### src/rtl/cpu_types_pkg.sv
// cpu_types_pkg: shared word/RAM-state types plus arbiter FSM and op enums.
package cpu_types_pkg;
    typedef logic [31:0] word_t;
    typedef enum logic [1:0] {FREE = 2'd0, BUSY = 2'd1, ACCESS = 2'd2, ERROR = 2'd3} ramstate_t;
    typedef enum logic [1:0] {IDLE, ISSUE, RETRY, DONE} arb_state_t;
    typedef enum logic [1:0] {IREAD, DREAD, DWRITE} op_t;
    localparam word_t BAD_LOAD = 32'hBAD0BAD0;
endpackage

### src/rtl/rr_arbiter.sv
// rr_arbiter: combinational round-robin pick, first requester at or after ptr_i.
module rr_arbiter #(
    parameter int N  = 2,
    parameter int IW = (N > 1) ? $clog2(N) : 1
) (
    input  logic [N-1:0]  req_i,
    input  logic [IW-1:0] ptr_i,
    output logic [N-1:0]  gnt_o,
    output logic [IW-1:0] idx_o
);
    logic [IW-1:0] lo, hi;
    logic          hi_v;
    // lo = lowest requester overall (wrap case), hi = lowest at/after the pointer
    always_comb begin
        lo   = '0;
        hi   = '0;
        hi_v = 1'b0;
        for (int i = N - 1; i >= 0; i--) begin
            if (req_i[i]) lo = IW'(i);
            if (req_i[i] && IW'(i) >= ptr_i) begin
                hi   = IW'(i);
                hi_v = 1'b1;
            end
        end
    end
    assign idx_o = hi_v ? hi : lo;
    assign gnt_o = |req_i ? N'(1) << idx_o : '0;
endmodule

### src/rtl/memory_arbiter.sv
// memory_arbiter: serialises per-CPU instruction/data requests onto one RAM port
// and returns wait pulses and registered load data to each requesting cache.
module memory_arbiter
    import cpu_types_pkg::*;
#(
    parameter int CPUS    = 2,
    parameter int TIMEOUT = 255
) (
    input  logic              CLK,
    input  logic              nRST,
    input  logic [CPUS-1:0]   iREN,
    input  logic [CPUS-1:0]   dREN,
    input  logic [CPUS-1:0]   dWEN,
    input  logic [32*CPUS-1:0] iaddr,
    input  logic [32*CPUS-1:0] daddr,
    input  logic [32*CPUS-1:0] dstore,
    output logic [CPUS-1:0]   iwait,
    output logic [CPUS-1:0]   dwait,
    output logic [32*CPUS-1:0] iload,
    output logic [32*CPUS-1:0] dload,
    output logic              ramREN,
    output logic              ramWEN,
    output logic [31:0]       ramaddr,
    output logic [31:0]       ramstore,
    input  logic [31:0]       ramload,
    input  logic [1:0]        ramstate
);
    localparam int            IW   = (CPUS > 1) ? $clog2(CPUS) : 1;
    localparam logic [7:0]    TO   = 8'(TIMEOUT);
    localparam logic [IW-1:0] LAST = IW'(CPUS - 1);

    word_t ia [CPUS];
    word_t da [CPUS];
    word_t ds [CPUS];
    word_t iload_q [CPUS];
    word_t iload_d [CPUS];
    word_t dload_q [CPUS];
    word_t dload_d [CPUS];

    arb_state_t      state_q, state_d;
    op_t             op_q, op_d, gop;
    logic [IW-1:0]   cpu_q, cpu_d, rr_q, rr_d, gidx;
    word_t           addr_q, addr_d, store_q, store_d, ld;
    logic            ren_q, ren_d, wen_q, wen_d, finish;
    logic [7:0]      cnt_q, cnt_d, cnt_inc;
    logic [CPUS-1:0] iwait_q, iwait_d, dwait_q, dwait_d, req_vec, gnt;
    ramstate_t       rs;

    for (genvar c = 0; c < CPUS; c++) begin : g_cpu
        assign ia[c]              = iaddr[c*32 +: 32];
        assign da[c]              = daddr[c*32 +: 32];
        assign ds[c]              = dstore[c*32 +: 32];
        assign iload[c*32 +: 32]  = iload_q[c];
        assign dload[c*32 +: 32]  = dload_q[c];
    end

    assign rs       = ramstate_t'(ramstate);
    assign gop      = |dWEN ? DWRITE : |dREN ? DREAD : IREAD;
    assign req_vec  = |dWEN ? dWEN : |dREN ? dREN : iREN;
    assign ld       = (rs == ACCESS) ? ramload : BAD_LOAD;
    assign cnt_inc  = cnt_q + 8'd1;
    assign finish   = (rs == ACCESS) || (rs != ERROR && cnt_inc >= TO);
    assign iwait    = iwait_q;
    assign dwait    = dwait_q;
    assign ramREN   = ren_q;
    assign ramWEN   = wen_q;
    assign ramaddr  = addr_q;
    assign ramstore = store_q;

    rr_arbiter #(.N(CPUS), .IW(IW)) u_rr (
        .req_i (req_vec),
        .ptr_i (rr_q),
        .gnt_o (gnt),
        .idx_o (gidx)
    );

    always_ff @(posedge CLK or negedge nRST) begin
        if (!nRST) begin
            state_q <= IDLE;
            op_q    <= IREAD;
            cpu_q   <= '0;
            rr_q    <= '0;
            addr_q  <= '0;
            store_q <= '0;
            ren_q   <= 1'b0;
            wen_q   <= 1'b0;
            cnt_q   <= '0;
            iwait_q <= '1;
            dwait_q <= '1;
            iload_q <= '{default: '0};
            dload_q <= '{default: '0};
        end else begin
            state_q <= state_d;
            op_q    <= op_d;
            cpu_q   <= cpu_d;
            rr_q    <= rr_d;
            addr_q  <= addr_d;
            store_q <= store_d;
            ren_q   <= ren_d;
            wen_q   <= wen_d;
            cnt_q   <= cnt_d;
            iwait_q <= iwait_d;
            dwait_q <= dwait_d;
            iload_q <= iload_d;
            dload_q <= dload_d;
        end
    end

    always_comb begin
        state_d = state_q;
        op_d    = op_q;
        cpu_d   = cpu_q;
        rr_d    = rr_q;
        addr_d  = addr_q;
        store_d = store_q;
        ren_d   = ren_q;
        wen_d   = wen_q;
        cnt_d   = cnt_q;
        iwait_d = iwait_q;
        dwait_d = dwait_q;
        iload_d = iload_q;
        dload_d = dload_q;
        case (state_q)
            IDLE: if (|gnt) begin
                state_d = ISSUE;
                cpu_d   = gidx;
                op_d    = gop;
                addr_d  = (gop == IREAD) ? ia[gidx] : da[gidx];
                store_d = (gop == DWRITE) ? ds[gidx] : store_q;
                ren_d   = gop != DWRITE;
                wen_d   = gop == DWRITE;
                cnt_d   = '0;
            end
            ISSUE: begin
                cnt_d = (rs == ACCESS || rs == ERROR) ? cnt_q : cnt_inc;
                if (finish) begin
                    state_d = DONE;
                    ren_d   = 1'b0;
                    wen_d   = 1'b0;
                    rr_d    = (cpu_q == LAST) ? '0 : cpu_q + 1'b1;
                    if (op_q == IREAD) begin
                        iwait_d[cpu_q] = 1'b0;
                        iload_d[cpu_q] = ld;
                    end else begin
                        dwait_d[cpu_q] = 1'b0;
                    end
                    // timed-out writes are simply dropped; only reads load data
                    if (op_q == DREAD) dload_d[cpu_q] = ld;
                end else if (rs == ERROR) begin
                    state_d = RETRY;
                    ren_d   = 1'b0;
                    wen_d   = 1'b0;
                end
            end
            RETRY: begin
                state_d = ISSUE;
                ren_d   = op_q != DWRITE;
                wen_d   = op_q == DWRITE;
            end
            DONE: begin
                state_d = IDLE;
                iwait_d = '1;
                dwait_d = '1;
            end
            default: state_d = IDLE;
        endcase
    end
endmodule

### config.mk
export PLATFORM = sky130hd
export DESIGN_NAME = memory_arbiter
export DESIGN_NICKNAME = d
export VERILOG_FILES = /design/src/rtl/cpu_types_pkg.sv /design/src/rtl/rr_arbiter.sv /design/src/rtl/memory_arbiter.sv
export SDC_FILE = /design/constraint.sdc
export NUM_CORES = 1
export LEC_CHECK = 0
export BUFFER_PORTS_ARGS = -buffer_cell sky130_fd_sc_hd__buf_4
export CORE_MARGIN = 2
export CORE_UTILIZATION = 31
export DETAILED_ROUTE_END_ITERATION = 16
export GPL_ROUTABILITY_DRIVEN = 0
export PLACE_DENSITY = 0.55
export SYNTH_ARGS = -nofsm -noshare
export SYNTH_HDL_FRONTEND = slang
export SYNTH_SLANG_ARGS = --single-unit
### constraint.sdc
create_clock -name CLK -period 5.2 [get_ports CLK]
set_clock_uncertainty 0.2 [all_clocks]
set_input_delay 0 -clock CLK [delete_from_list [all_inputs] [get_ports CLK]]
set_output_delay 0 -clock CLK [all_outputs]
set_load 0.005 [all_outputs]
==> results of run 1 <==
metrics by stage:
step	instances	hold slack, ns	setup slack, ns
global placement	1565	-0.0532	1.99
floorplan	790	-0.496	2.72
detailed placement	1565	-0.0588	1.94
CTS	1848	0.0643	1.57
finish	1852	0.0812	1.58
global route	1852	0.0737	1.38
layer usage:
| layer | vias up | wire length (um) | GRT usage |
|---|---|---|---|
| li1 | 4214 | - | - |
| met1 | 4406 | 14600 | 0.275 |
| met2 | 375 | 16900 | 0.363 |
| met3 | 62 | 2170 | 0.0397 |
| met4 | 0 | 1210 | 0.0790 |
| met5 | - | 0 | 0 |
power groups by stage:
stage | Clock [uW] | Sequential (uW) | Combinational, uW
final | 1740 | 2810 | 3490
after global routing | 1850 | 2890 | 3790
after CTS | 1790 | 2800 | 3490
after detailed placement | 0 | 2820 | 2840
after global placement | 0 | 2820 | 2810
after floorplan | 0 | 2770 | 1200
cells in the final DEF (no fill, tap or decap), types with 16 or more instances in the layout:
| cell | n |
|---|---|
| a22o_1 | 41 |
| and2_1 | 16 |
| buf_4 | 439 |
| clkbuf_16 | 25 |
| dfrtp_1 | 208 |
| dlygate4sd3_1 | 238 |
| mux2_1 | 64 |
| mux2i_1 | 100 |
| nand2_1 | 79 |
| o21ai_0 | 42 |
| o221ai_1 | 32 |
| o22a_1 | 33 |
| or3_1 | 20 |
how the worst min path moves through the flow:
| stage | startpoint | end | slack, ns | cells after the start |
|---|---|---|---|---|
| finish | ramload[24] | iload[56]$_DFFE_PN0P_ | 0.08 | 3 |
| detailed placement | nRST | iload[14]$_DFFE_PN0P_ | -0.06 | 1 |
| floorplan | nRST | cnt_q[0]$_DFFE_PN0P_ | -0.50 | 0 |
| global route | ramload[5] | iload[5]$_DFFE_PN0P_ | 0.07 | 3 |
| global placement | nRST | iload[19]$_DFFE_PN0P_ | -0.05 | 1 |
| CTS | ramload[19] | iload[51]$_DFFE_PN0P_ | 0.06 | 3 |
area by class of cell:
class                      count  area share
antenna                        4    0.000613
clock buffer                  34      0.0428
clock inverter                11     0.00681
inverter                       7     0.00161
multi-input combinational    510       0.245
sequential                   212       0.325
tap                          396      0.0303
timing repair buffer         678       0.348
state kept, by name, summed over array words and instances (netlist names):
register  flops
rr_q          1
dwait         2
cpu_q         1
ramWEN        1
ramREN        1
state_q       2
op_q          2
iwait         2
iload        64
ramstore     32
ramaddr      32
dload        64
cnt_q         8
synth_stat cells (9+ instances only):
cell type	count
dfrtp_1	208
o21ai_0	43
nor2_1	10
o22a_1	34
mux2_1	64
a21oi_1	11
mux2i_1	100
and2_1	16
a22o_1	41
buf_2	13
clkbuf_1	37
or3_1	20
nand3_1	9
nand2_1	79
o221ai_1	32
worst max-delay path, cell delays in order:
cell	delay, ns
dlygate4sd3_1	0.59
buf_4	0.18
a21oi_1	0.05
nor2_1	0.12
o22a_4	0.80
buf_4	0.51
mux2i_1	0.24
dlygate4sd3_1	0.57
o221ai_1	0.13
dlygate4sd3_1	0.60
what timing repair did:
item,CTS,global route
buffers inserted,0,0
endpoints found under the setup margin,0,0
endpoints found under the hold margin,316,0
hold buffers,238,0
cells by family after synthesis:
kind of cell,Yosys count
adder cells (fa/ha/maj),6
XOR/XNOR,2
multiplexers,167
AND/OR/NAND/NOR,161
buffers and inverters,68
AO/OA/AOI/OAI,174
flip-flops,212
==> summary.txt, run 1 <==
Route
  – WL/cell: 18.8 um
  – Post-route ant nets: 0
  – Final wirelength: 34900 um
  – DRT Pass-1 Iters: 4
  – Routed via count: 9057
  – Drt drc: 0
  – Vias per inst: 4.89
  – DRT iter0 DRCs: 402

Synth
  – Ys flop type: dfrtp_1
  – Top post-synthesis cells by area: dfrtp_1 (54%), mux2i_1 (10%), mux2_1 (7.5%), a22o_1 (3.8%), o22a_1 (3.1%)
  – Largest family of logic cells by synthesized area: multiplexers
  – Distinct cell type count after synthesis: 51
  – Post-synth design cell area: 9560 um2
  – Synth Area in Compound Gates: 0.137
  – Sequential element share of the synthesized area: 0.555
  – Post-synth EDFFs: 0
  – Yosys warnings: 0
  – Synth Instances: 790
  – Simple-gate share of the synthesized area: 0.0836
  – Post-synthesis adder-cell area fraction: 0.00785
  – Mean post-synth cell area: 12.1 um2
  – Post-synth ARST share: 1.00
  – Syn Nets: 1030
  – Xor-xnor portion of the synthesized cell area: 0.00183
  – Post-synth top area cell: dfrtp_1
  – Post-synth top area share: 0.544
  – Post-synthesis mux area share: 0.184
  – Yosys reg bits: 212

Clocking
  – TritonCTS clock tree: built
  – Number of CTS-inserted buffers: 25
  – H-tree levels: 1
  – Post-CTS sizing: 0
  – Clk pin slew, worst setup/hold paths: 0.06 ns
  – Clk buf depth: 3
  – Clk_lat worst skew: 0.52 ns
  – Sink Count: 212
  – Root Driver: clkbuf_16

Timing
  – Worst Max-Slew Pin Slew: 1.13 ns
  – Min Tclk post-route: 3.62 ns
  – Final setup vio count: 0
  – Relative slew slack: 0.243
  – Final Max Tran Viols: 0
  – Sum Neg Setup Slack: 0 ns
  – RSZ-0062 raised after global routing: false
  – Fin. Hold Viols: 0
  – Max Clk Rate: 276 MHz
  – Final worst-path cycle share: 0.696

Finish
  – Share of cells above drive strength 1: 0.342
  – FF+latch area: 5310 um2
  – Fin nets: 1674
  – Fillers: 2667
  – Cell area after layout: 16300 um2
  – Final Util: 0.536
  – Area grow syn2layout: 70.9%
  – Multi-input logic area: 4000 um2

Global route
  – Total grt overflow: 0
  – Global-route usage over all layers: 0.215
  – Antenna violations before repair: 4
  – Wire length of the first global-routing pass: 55400 um
  – Largest net degree at the start of global routing: 107
  – Vias in the first global route: 9555

Critical path
  – FF-to-FF End: ramaddr[1]$_DFFE_PN0P_
  – R2R depth: 6
  – Arrival time worst endpoint: 3.82 ns
  – Worst Path Max Fanout: 59
  – Critical path origin: dWEN[1]
  – Crit Path Category: input pin to flip-flop
  – CP Launch Type: input pin
  – CP endpoint: ramaddr[1]$_DFFE_PN0P_
  – Crit end category: flip-flop
  – Reg2reg setup slack: 1.61 ns
  – CP required: 5.40 ns
  – Reg2reg start: rr_q$_DFFE_PN0P_

Placed design
  – Final HPWL DP: 24300 um
  – Post-Place Cell Area: 13100 um2
  – Number of port buffers: 431

Power
  – Pwr/cell area: 491 nW/um2
  – Clock share of power: 0.216
  – Final total power: 8030 uW
  – Leak Pwr: 0.00812 uW
  – Internal power: 5490 uW
  – Psw: 2540 uW
  – Sw frac: 0.316
  – Reg power frac: 0.350
  – Maximum vdd drop: 0.240 mV
  – Comb pwr share: 0.434

Floorplan
  – Initial cell density of the core: 0.313
  – Die Y: 180 um
  – Area of the core: 30500 um2
  – Die area: 32300 um2
  – Site Rows: 64
  – Horiz. Die Dim: 180 um
  – # IOs: 432

Run
  – Max-cap check violation count: 0

Min path
  – HP Class: input pin to flip-flop

Outcome
  – Status: completed
(Power assumes the default switching activity.)
==> run 2, diff against run 1 <==
clock period = 3.55 ns   (was 5.2 ns; I/O delays follow)
==> summary.txt, run 2 (synthesis results as in run 1) <==
Critical path
  – CP Launch Type: flip-flop
  – Crit Path Category: flip-flop to flip-flop
  – WP depth: 6
  – Buffers & Inverters on Critical Path: 3
  – CP required: 3.75 ns
  – CP peak stage delay: 0.58 ns
  – Reg2reg start: rr_q$_DFFE_PN0P_
  – Crit path cell chain: o22a_4, buf_4, mux2i_1, dlygate4sd3_1, o221ai_1, dlygate4sd3_1
  – Arrival time worst endpoint: 3.48 ns
  – Worst Path Max Fanout: 29
  – Highest-delay cell along the critical path: dlygate4sd3_1
  – Reg2reg setup slack: 0.27 ns
  – CP dominant cell by count: dlygate4sd3_1
  – Crit end category: flip-flop
  – FF-to-FF End: ramaddr[5]$_DFFE_PN0P_
  – R2R depth: 6
  – Top Family by Delay on Critical Path: buffers and inverters

Placed design
  – Setup WS pre-CTS: 0.665 ns
  – Number of port buffers: 431
  – Dpl cells: 1575
  – Final HPWL DP: 24500 um

Floorplan
  – Die area: 32300 um2
  – Die Y: 180 um
  – # IOs: 432
  – Horiz. Die Dim: 180 um
  – Initial cell density of the core: 0.313
  – Site Rows: 64
  – Area of the core: 30500 um2

Route
  – Vias per inst: 4.93
  – Routed via count: 9089
  – Drt drc: 0
  – Final wirelength: 35200 um
  – Post-route ant nets: 0
  – DRT iter0 DRCs: 357
  – DRT Pass-1 Iters: 4
  – WL/cell: 19.1 um

Clocking
  – Number of CTS-inserted buffers: 25
  – Clk pin slew, worst setup/hold paths: 0.06 ns
  – Clk_lat worst skew: 0.51 ns
  – Setup Buffers After CTS: 0
  – Root Driver: clkbuf_16
  – TritonCTS clock tree: built
  – Sink Count: 212
  – H-tree levels: 1
  – Post-CTS sizing: 0
  – Clk buf depth: 3

Power
  – Pwr/cell area: 717 nW/um2
  – Leak Pwr: 0.00810 uW
  – Final total power: 11700 uW
  – Maximum vdd drop: 0.317 mV

Timing
  – Max Clk Rate: 304 MHz
  – Final Max Tran Viols: 0
  – Sum Neg Setup Slack: 0 ns
  – Worst Max-Slew Pin Slew: 0.849 ns
  – RSZ-0062 raised after global routing: false
  – Min Hold Slack: 0.0817 ns
  – Setup ws final: 0.266 ns
  – Fin. Hold Viols: 0
  – Final worst-path cycle share: 0.925
  – Relative slew slack: 0.434
  – Final setup vio count: 0
  – Min Tclk post-route: 3.28 ns

Global route
  – Largest net degree at the start of global routing: 89
  – Global-route usage over all layers: 0.214
  – Vias in the first global route: 9481
  – Total grt overflow: 0
  – Antenna violations before repair: 6
  – Wire length of the first global-routing pass: 55000 um

Finish
  – Share of cells above drive strength 1: 0.348
  – Most frequent cells in the layout: buf_4 (446), dlygate4sd3_1 (222), dfrtp_1 (208)
  – Most frequent standard cell in the layout excluding fill and tap cells: buf_4
  – Fin nets: 1669
  – Final cell count without fillers: 1843
  – Area grow syn2layout: 70.8%

Min path
  – Hold Path Sink: iload[7]$_DFFE_PN0P_
  – Hold_sp: ramload[7]
  – HP Class: input pin to flip-flop
  – WHS Path Cells: 3

Run
  – Max-cap check violation count: 0

Outcome
  – Status: completed
[run 2: cell count changes in the layout (fill, tap and decap cells not counted), moves of 2 or more]
cell and change:
clkbuf_8 -2, bufinv_16 +2, clkinv_2 -7, buf_12 +3, dlygate4sd3_1 -16, buf_4 +7, clkinvlp_4 +2
[run 2: worst max-delay path by stage]
stage                          from                 endpoint  slack (ns)
2_1_floorplan  cnt_q[3]$_DFFE_PN0P_    dload[34]$_DFFE_PN0P_        1.07
3_3_place_gp   cnt_q[2]$_DFFE_PN0P_    dload[38]$_DFFE_PN0P_        0.75
3_5_place_dp   cnt_q[2]$_DFFE_PN0P_    dload[52]$_DFFE_PN0P_        0.67
4_1_cts            rr_q$_DFFE_PN0P_   ramaddr[8]$_DFFE_PN0P_        0.30
5_1_grt                     dREN[0]  ramaddr[28]$_DFFE_PN0P_        0.13
6_report           rr_q$_DFFE_PN0P_   ramaddr[5]$_DFFE_PN0P_        0.27
[run 2: area by class of cell]
cell class | count | area (um2)
tap | 396 | 495
inverter | 7 | 26.3
clock inverter | 7 | 143
clock buffer | 33 | 676
fill | 2690 | 14200
sequential | 212 | 5310
antenna | 5 | 12.5
timing repair buffer | 673 | 5670
multi-input combinational | 510 | 4000
[run 2: timing repair]
action,4_1_cts,5_1_grt
setup endpoints to repair,0,0
endpoints found under the hold margin,414,0
hold buffers,223,0
[run 2: through the flow]
step	instance area [um2]	util
final	16300	0.535
after global routing	16300	0.535
after CTS	16300	0.535
after detailed placement	13300	0.434
after global placement	13300	0.434
after floorplan	9560	-
[run 2: report_power, final]
group	switching (uW)	internal, uW
Sequential	665	3440
Combinational	2030	2970
Clock	990	1610
Total	3680	8020
[run 2: layer usage]
layer  part of all wire  vias to the layer above  track usage  routed length [um]
met3              0.064                       61       0.0460                2260
met1               0.41                     4477        0.265               14500
met2               0.48                      356        0.363               17100
met5            0.00045                        -            0                  16
met4              0.037                        2       0.0852                1310
li1                   -                     4193            -                   -
[run 2: worst min-delay path, cell delays in order]
cell and delay (ns):
dlygate4sd3_1 0.53, buf_4 0.11, o22a_1 0.13
